File: src/rtl/alu_share_arbiter.sv
// Round-robin arbiter that shares one fixed-latency external ALU between two requesters.
// It holds the ALU operands for ALU_LAT cycles, then returns res/status with a one-cycle done pulse.
module alu_share_arbiter #(
  parameter int unsigned W       = 2,
  parameter int unsigned OPW     = 5,
  parameter int unsigned ALU_LAT = 2
) (
  input  logic           clk,
  input  logic           rst_n,
  input  logic           req0,
  input  logic [OPW-1:0] op0,
  input  logic [W-1:0]   a0,
  input  logic [W-1:0]   b0,
  input  logic           req1,
  input  logic [OPW-1:0] op1,
  input  logic [W-1:0]   a1,
  input  logic [W-1:0]   b1,
  output logic           gnt0,
  output logic           gnt1,
  output logic           done0,
  output logic           done1,
  output logic [W-1:0]   rdata,
  output logic           rstatus,
  output logic [OPW-1:0] opcode,
  output logic [W-1:0]   in_A,
  output logic [W-1:0]   in_B,
  input  logic [W-1:0]   res,
  input  logic           status
);

  localparam int unsigned CW = 4;

  typedef enum logic [1:0] {
    IDLE = 2'd0,
    BUSY = 2'd1,
    DONE = 2'd2
  } state_t;

  state_t        state;
  logic          ptr;
  logic          owner;
  logic [CW-1:0] cnt;
  logic          sel_c;

  // Winner if arbitration happens this cycle: a lone request wins, a tie goes to the pointer.
  always_comb begin
    sel_c = 1'b0;
    if (req0 && req1) begin
      sel_c = ptr;
    end else if (req1) begin
      sel_c = 1'b1;
    end
  end

  always_ff @(posedge clk) begin
    if (!rst_n) begin
      state   <= IDLE;
      ptr     <= 1'b0;
      owner   <= 1'b0;
      cnt     <= '0;
      gnt0    <= 1'b0;
      gnt1    <= 1'b0;
      done0   <= 1'b0;
      done1   <= 1'b0;
      rdata   <= '0;
      rstatus <= 1'b0;
      opcode  <= '0;
      in_A    <= '0;
      in_B    <= '0;
    end else begin
      case (state)
        IDLE: begin
          done0 <= 1'b0;
          done1 <= 1'b0;
          if (req0 || req1) begin
            owner  <= sel_c;
            opcode <= sel_c ? op1 : op0;
            in_A   <= sel_c ? a1 : a0;
            in_B   <= sel_c ? b1 : b0;
            gnt0   <= ~sel_c;
            gnt1   <= sel_c;
            cnt    <= CW'(ALU_LAT - 1);
            state  <= BUSY;
          end
        end
        // Operands stay frozen; capture the ALU result once the latency has elapsed.
        BUSY: begin
          if (cnt == '0) begin
            rdata   <= res;
            rstatus <= status;
            done0   <= ~owner;
            done1   <= owner;
            gnt0    <= 1'b0;
            gnt1    <= 1'b0;
            ptr     <= ~owner;
            state   <= DONE;
          end else begin
            cnt <= cnt - CW'(1);
          end
        end
        DONE: begin
          done0 <= 1'b0;
          done1 <= 1'b0;
          state <= IDLE;
        end
        default: begin
          state <= IDLE;
        end
      endcase
    end
  end

endmodule

File: config.mk
export PLATFORM = sky130hd
export DESIGN_NAME = alu_share_arbiter
export DESIGN_NICKNAME = d
export VERILOG_FILES = /design/src/rtl/alu_share_arbiter.sv
export SDC_FILE = /design/constraint.sdc
export NUM_CORES = 1
export LEC_CHECK = 0
export ABC_CLOCK_PERIOD_IN_PS = 3300
export CAP_MARGIN = 20
export CORE_ASPECT_RATIO = 1.2
export CORE_MARGIN = 1
export CORE_UTILIZATION = 47
export DETAILED_ROUTE_END_ITERATION = 12
export DONT_BUFFER_PORTS = 1
export GPL_TIMING_DRIVEN = 0
export PLACE_DENSITY_LB_ADDON = 0.05
export SETUP_SLACK_MARGIN = 0.1
export SLEW_MARGIN = 20
export SYNTH_ARGS = -nofsm -noshare
export SYNTH_HDL_FRONTEND = slang
export SYNTH_SLANG_ARGS = --single-unit
File: constraint.sdc
create_clock -name clk -period 3.3 [get_ports clk]
set_input_delay 0.495 -clock clk [delete_from_list [all_inputs] [get_ports clk]]
set_output_delay 0.495 -clock clk [all_outputs]
set_load 0.05 [all_outputs]
==> run metrics <==
Pleak=roughly 0.4 nW; DRT Pass-1 Iters=4; total die area=2500 um^2; Non-Filler Instances=160; Core Area=2120 um^2; # placed instances=156; startpoint types=flip-flop; R2R Setup Slk=1.66 ns; GRT Total Usage=a little over a fifth; Port-buffer cells=0; I/O Pins=41; period utilization=49.7%; DP HPWL=1820 um; Antenna Cells=0; syn nets=152; Worst-Skew Late Latency=0.31 ns; top cell type's share of synthesized area=approximately 44%; dominant cell by count in the synthesized netlist=dfxtp_1; CTS buffer count=3; CTS tree=yes; Reg2Reg Depth=5; max cap viols=0; die width=45.8 um; FMAX=610 MHz; endpoints failing hold=0; Total Power=between 0.0007 and 0.0008 W; # resized after CTS=0; Commonest cells post-synth=24 x dfxtp_1, 17 x nand3_1, 11 x o21ai_0; Clock Skew=approximately 0.0031 ns; Power Density=between 600 and 700 nW/um^2; Final nets=between 150 and 200; Hold Crit Start=res[0]; WHS Path Cells=2; Synth cell types=34; RSZ-0062 raised after global routing=false; vias in the first global route=832; CP endpoint kind=flip-flop; Initial Util=roughly half; Slew Viols, Final=0; GPL Wtd Cong=0.844; share of cells above drive strength 1=10.8%; Max VDD drop=around 340 uV; EDFF count, synth=0; CP Data Arrival Time=between 1.5 and 2 ns; largest area contributor in the netlist=dfxtp_1; CP Class=flip-flop to flip-flop; reg2reg start=cnt[0]$_SDFFE_PN0P_; Critical Path RT=between 3 and 4 ns; largest net degree at the start of global routing=15; Main synth FF type=dfxtp_1; Async SR Flop Fraction=0%; Avg Cell Area, Syn=8.59 um^2; clk sinks=24; Setup Fix Bufs, Post-CTS=0; clock tree buffer depth=2; CP startpoint=cnt[0]$_SDFFE_PN0P_; Cells after Synth=around 130; first-pass GRT wire length=around 3700 um; clk slew on worst S/H paths=0.13 ns; sequential area share after synthesis=44.4%; Routed WL=2490 um; Routed Antenna Nets=0; Cell Area, Synth=1080 um^2; vias per cell=about 6.2; status=finished, final reports clean; Post-CTS Hold Buffers=0; CP max FO=5; Hold WC Path Type=input pin to flip-flop; initial antenna violation count=0; total grt overflow=0; Final Core Density=55.4%; number of remaining DRC errors=0; Worst-Margin Slew=0.762 ns; 1st-iter DRT viols=13; # H-tree levels=1; #FFs+latches synth=24; clock root buffer=clkbuf_4; Setup TNS=0 ns; Die Y=~55 um; Slew HR=49.1%; Syn. warnings=0; largest cells by area after synthesis=dfxtp_1 44%, nand3_1 7.9%, nand4_1 5.2%; vias=slightly below 1000; post-DR wirelength/cell=~16 um; FP Rows=18; # setup viols final=0; area delta synth->final=8.32%; min cycle time layout=1.64 ns
[cell type report]
cell class / count / area (um^2)
Buffer: 10 / 42.5
Clock buffer: 3 / 22.5
Multi-Input combinational cell: 87 / 541
Fill cell: 222 / 945
Clock inverter: 1 / 30.0
Sequential cell: 24 / 480
Tap cell: 30 / 37.5
Inverter: 5 / 18.8
[cells in the final DEF (no fill, tap or decap), drive strengths merged, types with 4 or more instances in the layout]
cell type / netlist / routed
o21ai: 11 / 11
o211ai: 5 / 5
buf: 4 / 4
inv: 4 / 4
nand4: 9 / 9
a31oi: 6 / 6
dfxtp: 24 / 24
a21oi: 10 / 10
o221ai: 4 / 4
clkbuf: 6 / 9
nand3: 17 / 17
[stage by stage]
step	hold slack, ns	setup slack [ns]	instance area (um^2)
floorplan	0.462	1.79	1080
global placement	0.479	1.67	1120
detailed placement	0.486	1.65	1120
CTS	0.312	1.65	1170
global route	0.298	1.54	1170
finish	0.314	1.66	1170
[path summary, 6_finish.rpt]
kind,end
worst max-delay path,cnt[3]$_SDFFE_PN0P_
worst min-delay path,rdata[0]$_SDFFE_PN0P_
worst max register to register,cnt[3]$_SDFFE_PN0P_
worst min register to register,ptr$_SDFFE_PN0P_
[routing by layer]
layer / global-route usage (%) / wire [um] / vias to the layer above
li1: - / - / 489
met1: 24.8 / 1110 / 464
met2: 37.1 / 1200 / 28
met3: 3.30 / 149 / 4
met4: 8.82 / 36 / 0
met5: 0 / 0 / -
[power breakdown]
group          internal, W  switching (W)  total, W
combinational    0.0000443      0.0000745  0.000119
clock             0.000123      0.0000900  0.000213
sequential        0.000318      0.0000855  0.000403
[sequential cells by signal (all words and copies together), names as in the netlist, 2 cells and up]
name / flops
in_A: 2
state: 2
opcode: 5
rdata: 2
cnt: 4
in_B: 2
[critical path, cell delays in order (launching register included)]
cell	delay [ns]
dfxtp_1	0.37
inv_1	0.06
ha_1	0.24
nor3b_1	0.19
or4_1	0.49
a211oi_2	0.21
[kinds of logic after synthesis]
kind of cell / count (synthesis) / share of synthesized area [%]
and+or+nand+nor: 44 / 23.9
AOI/OAI and AO/OA: 42 / 24.9
adders and majority gates: 1 / 1.16
buffers and inverters: 15 / 5.66
DFF: 24 / 44.4
No activity file was read; power rests on OpenSTA's default activity.
==> RTL change, RTL diff (same flow settings) <==
Change the parameter `OPW` from 5 to 10.
--- a/src/rtl/alu_share_arbiter.sv
+++ b/src/rtl/alu_share_arbiter.sv
@@ -4,3 +4,3 @@
   parameter int unsigned W       = 2,
-  parameter int unsigned OPW     = 5,
+  parameter int unsigned OPW     = 10,
   parameter int unsigned ALU_LAT = 2
Ports: changed (resized op0, op1 and opcode); port bits go from 41 to 56. The function was not compared with the original's and may differ.
==> RTL change against the original RTL <==
  * Combinational power rose by 24%
  * First-iteration DRC count rose to 3.2 times the old value
  * Area after synthesis rose by 22%
  * Count of clock-buffer cells in the layout rose by 2
  * Die area rose by 21%
  * Total power rose by 17%
  * Cell area rose by 21%
  * Wire length rose by 36%
  * Sequential cell count rose by 5
  * Via count rose by 28%
  * Worst setup slack improved by 0.027 ns
  * Synthesized cell count rose by 25%
  * Critical path type unchanged
  * Largest cell class unchanged
  * Largest power group unchanged
  * Highest routed layer unchanged
==> RTL change: results (changes against the original RTL) <==
[finish]
inverters=11  ; +6
clock_area_frac=0.03873  ; -0.006092
nonClkBufAreaFrac=0.03961  ; +0.003327
layout.nets=200  ; +27%
buffers=14  ; +4
multi_input_cells=103  ; +18%
largestRegisters=opcode: 10 flops, cnt: 4 flops
n_fill_cell=251  ; +13%
clkbuf_count=5  ; +2

[drt]
drt_iter0_drc=42  ; +29
vias=1261  ; +28%

[logic_synthesis]
syn_avg_cell_area_um2=8.440  ; -1.7%
synth_compound_area_frac=0.2597  ; +0.01112
synth_common_cells=dfxtp_1, nand3_1, o21ai_0
synthTopCellsByArea=dfxtp_1, nand3_1, o21ai_0
yosysUniqueCellTypes=30  ; -12%
synthAdderAreaFrac=0.009443  ; -0.002118

[power_and_ir_drop]
p_leak_nw=0.4895  ; +22%
vdd_ir_drop_max_v=0.0003173  ; -7.0%
p_int_uw=518.7  ; +7.0%

[global_routing]
grt_use_met1=0.2662  ; +0.01767
grt_pass1_wl_um=5326  ; +43%
grt_max_degree=11  ; -4

[placed_design]
pre_cts_ws_ns=1.697  ; +0.04267 ns
place_congestion=0.7932  ; -6.0%

[status]
status=complete, no violations

[timing]
finClkSkew_ns=0.01267  ; +0.009608 ns
fin_crit_sh=0.4886  ; -0.008185

[clock_network]
htree_levels=2  ; +1
clk_pin_slew_worst_paths_ns=0.10  ; -0.03 ns
clock_sinks=29  ; +21%

## RTL change: power by group through the flow
stage	sequential, mW	combinational, mW	clock (mW)
after floorplan	0.499	0.116	0
after global placement	0.505	0.141	0
after detailed placement	0.507	0.146	0
after CTS	0.498	0.146	0.217
after global routing	0.504	0.163	0.240
final	0.498	0.147	0.213
## RTL change: stage by stage
step | std cells | util | hold WS, ns | power [mW]
after floorplan | 157 | - | 0.4622 | 0.6144
after global placement | 190 | 0.5250 | 0.4809 | 0.6468
after detailed placement | 190 | 0.5250 | 0.4875 | 0.6527
after CTS | 198 | 0.5462 | 0.3023 | 0.8618
after global routing | 198 | 0.5462 | 0.2858 | 0.9075
final | 198 | 0.5462 | 0.3119 | 0.8580
## RTL change: routing by layer
| metal | vias up | share of wire |
|---|---|---|
| met1 | 586 | 0.41 |
| met4 | 0 | 0.0098 |
| met5 | - | 0 |
| met2 | 62 | 0.49 |
| li1 | 608 | - |
| met3 | 5 | 0.088 |
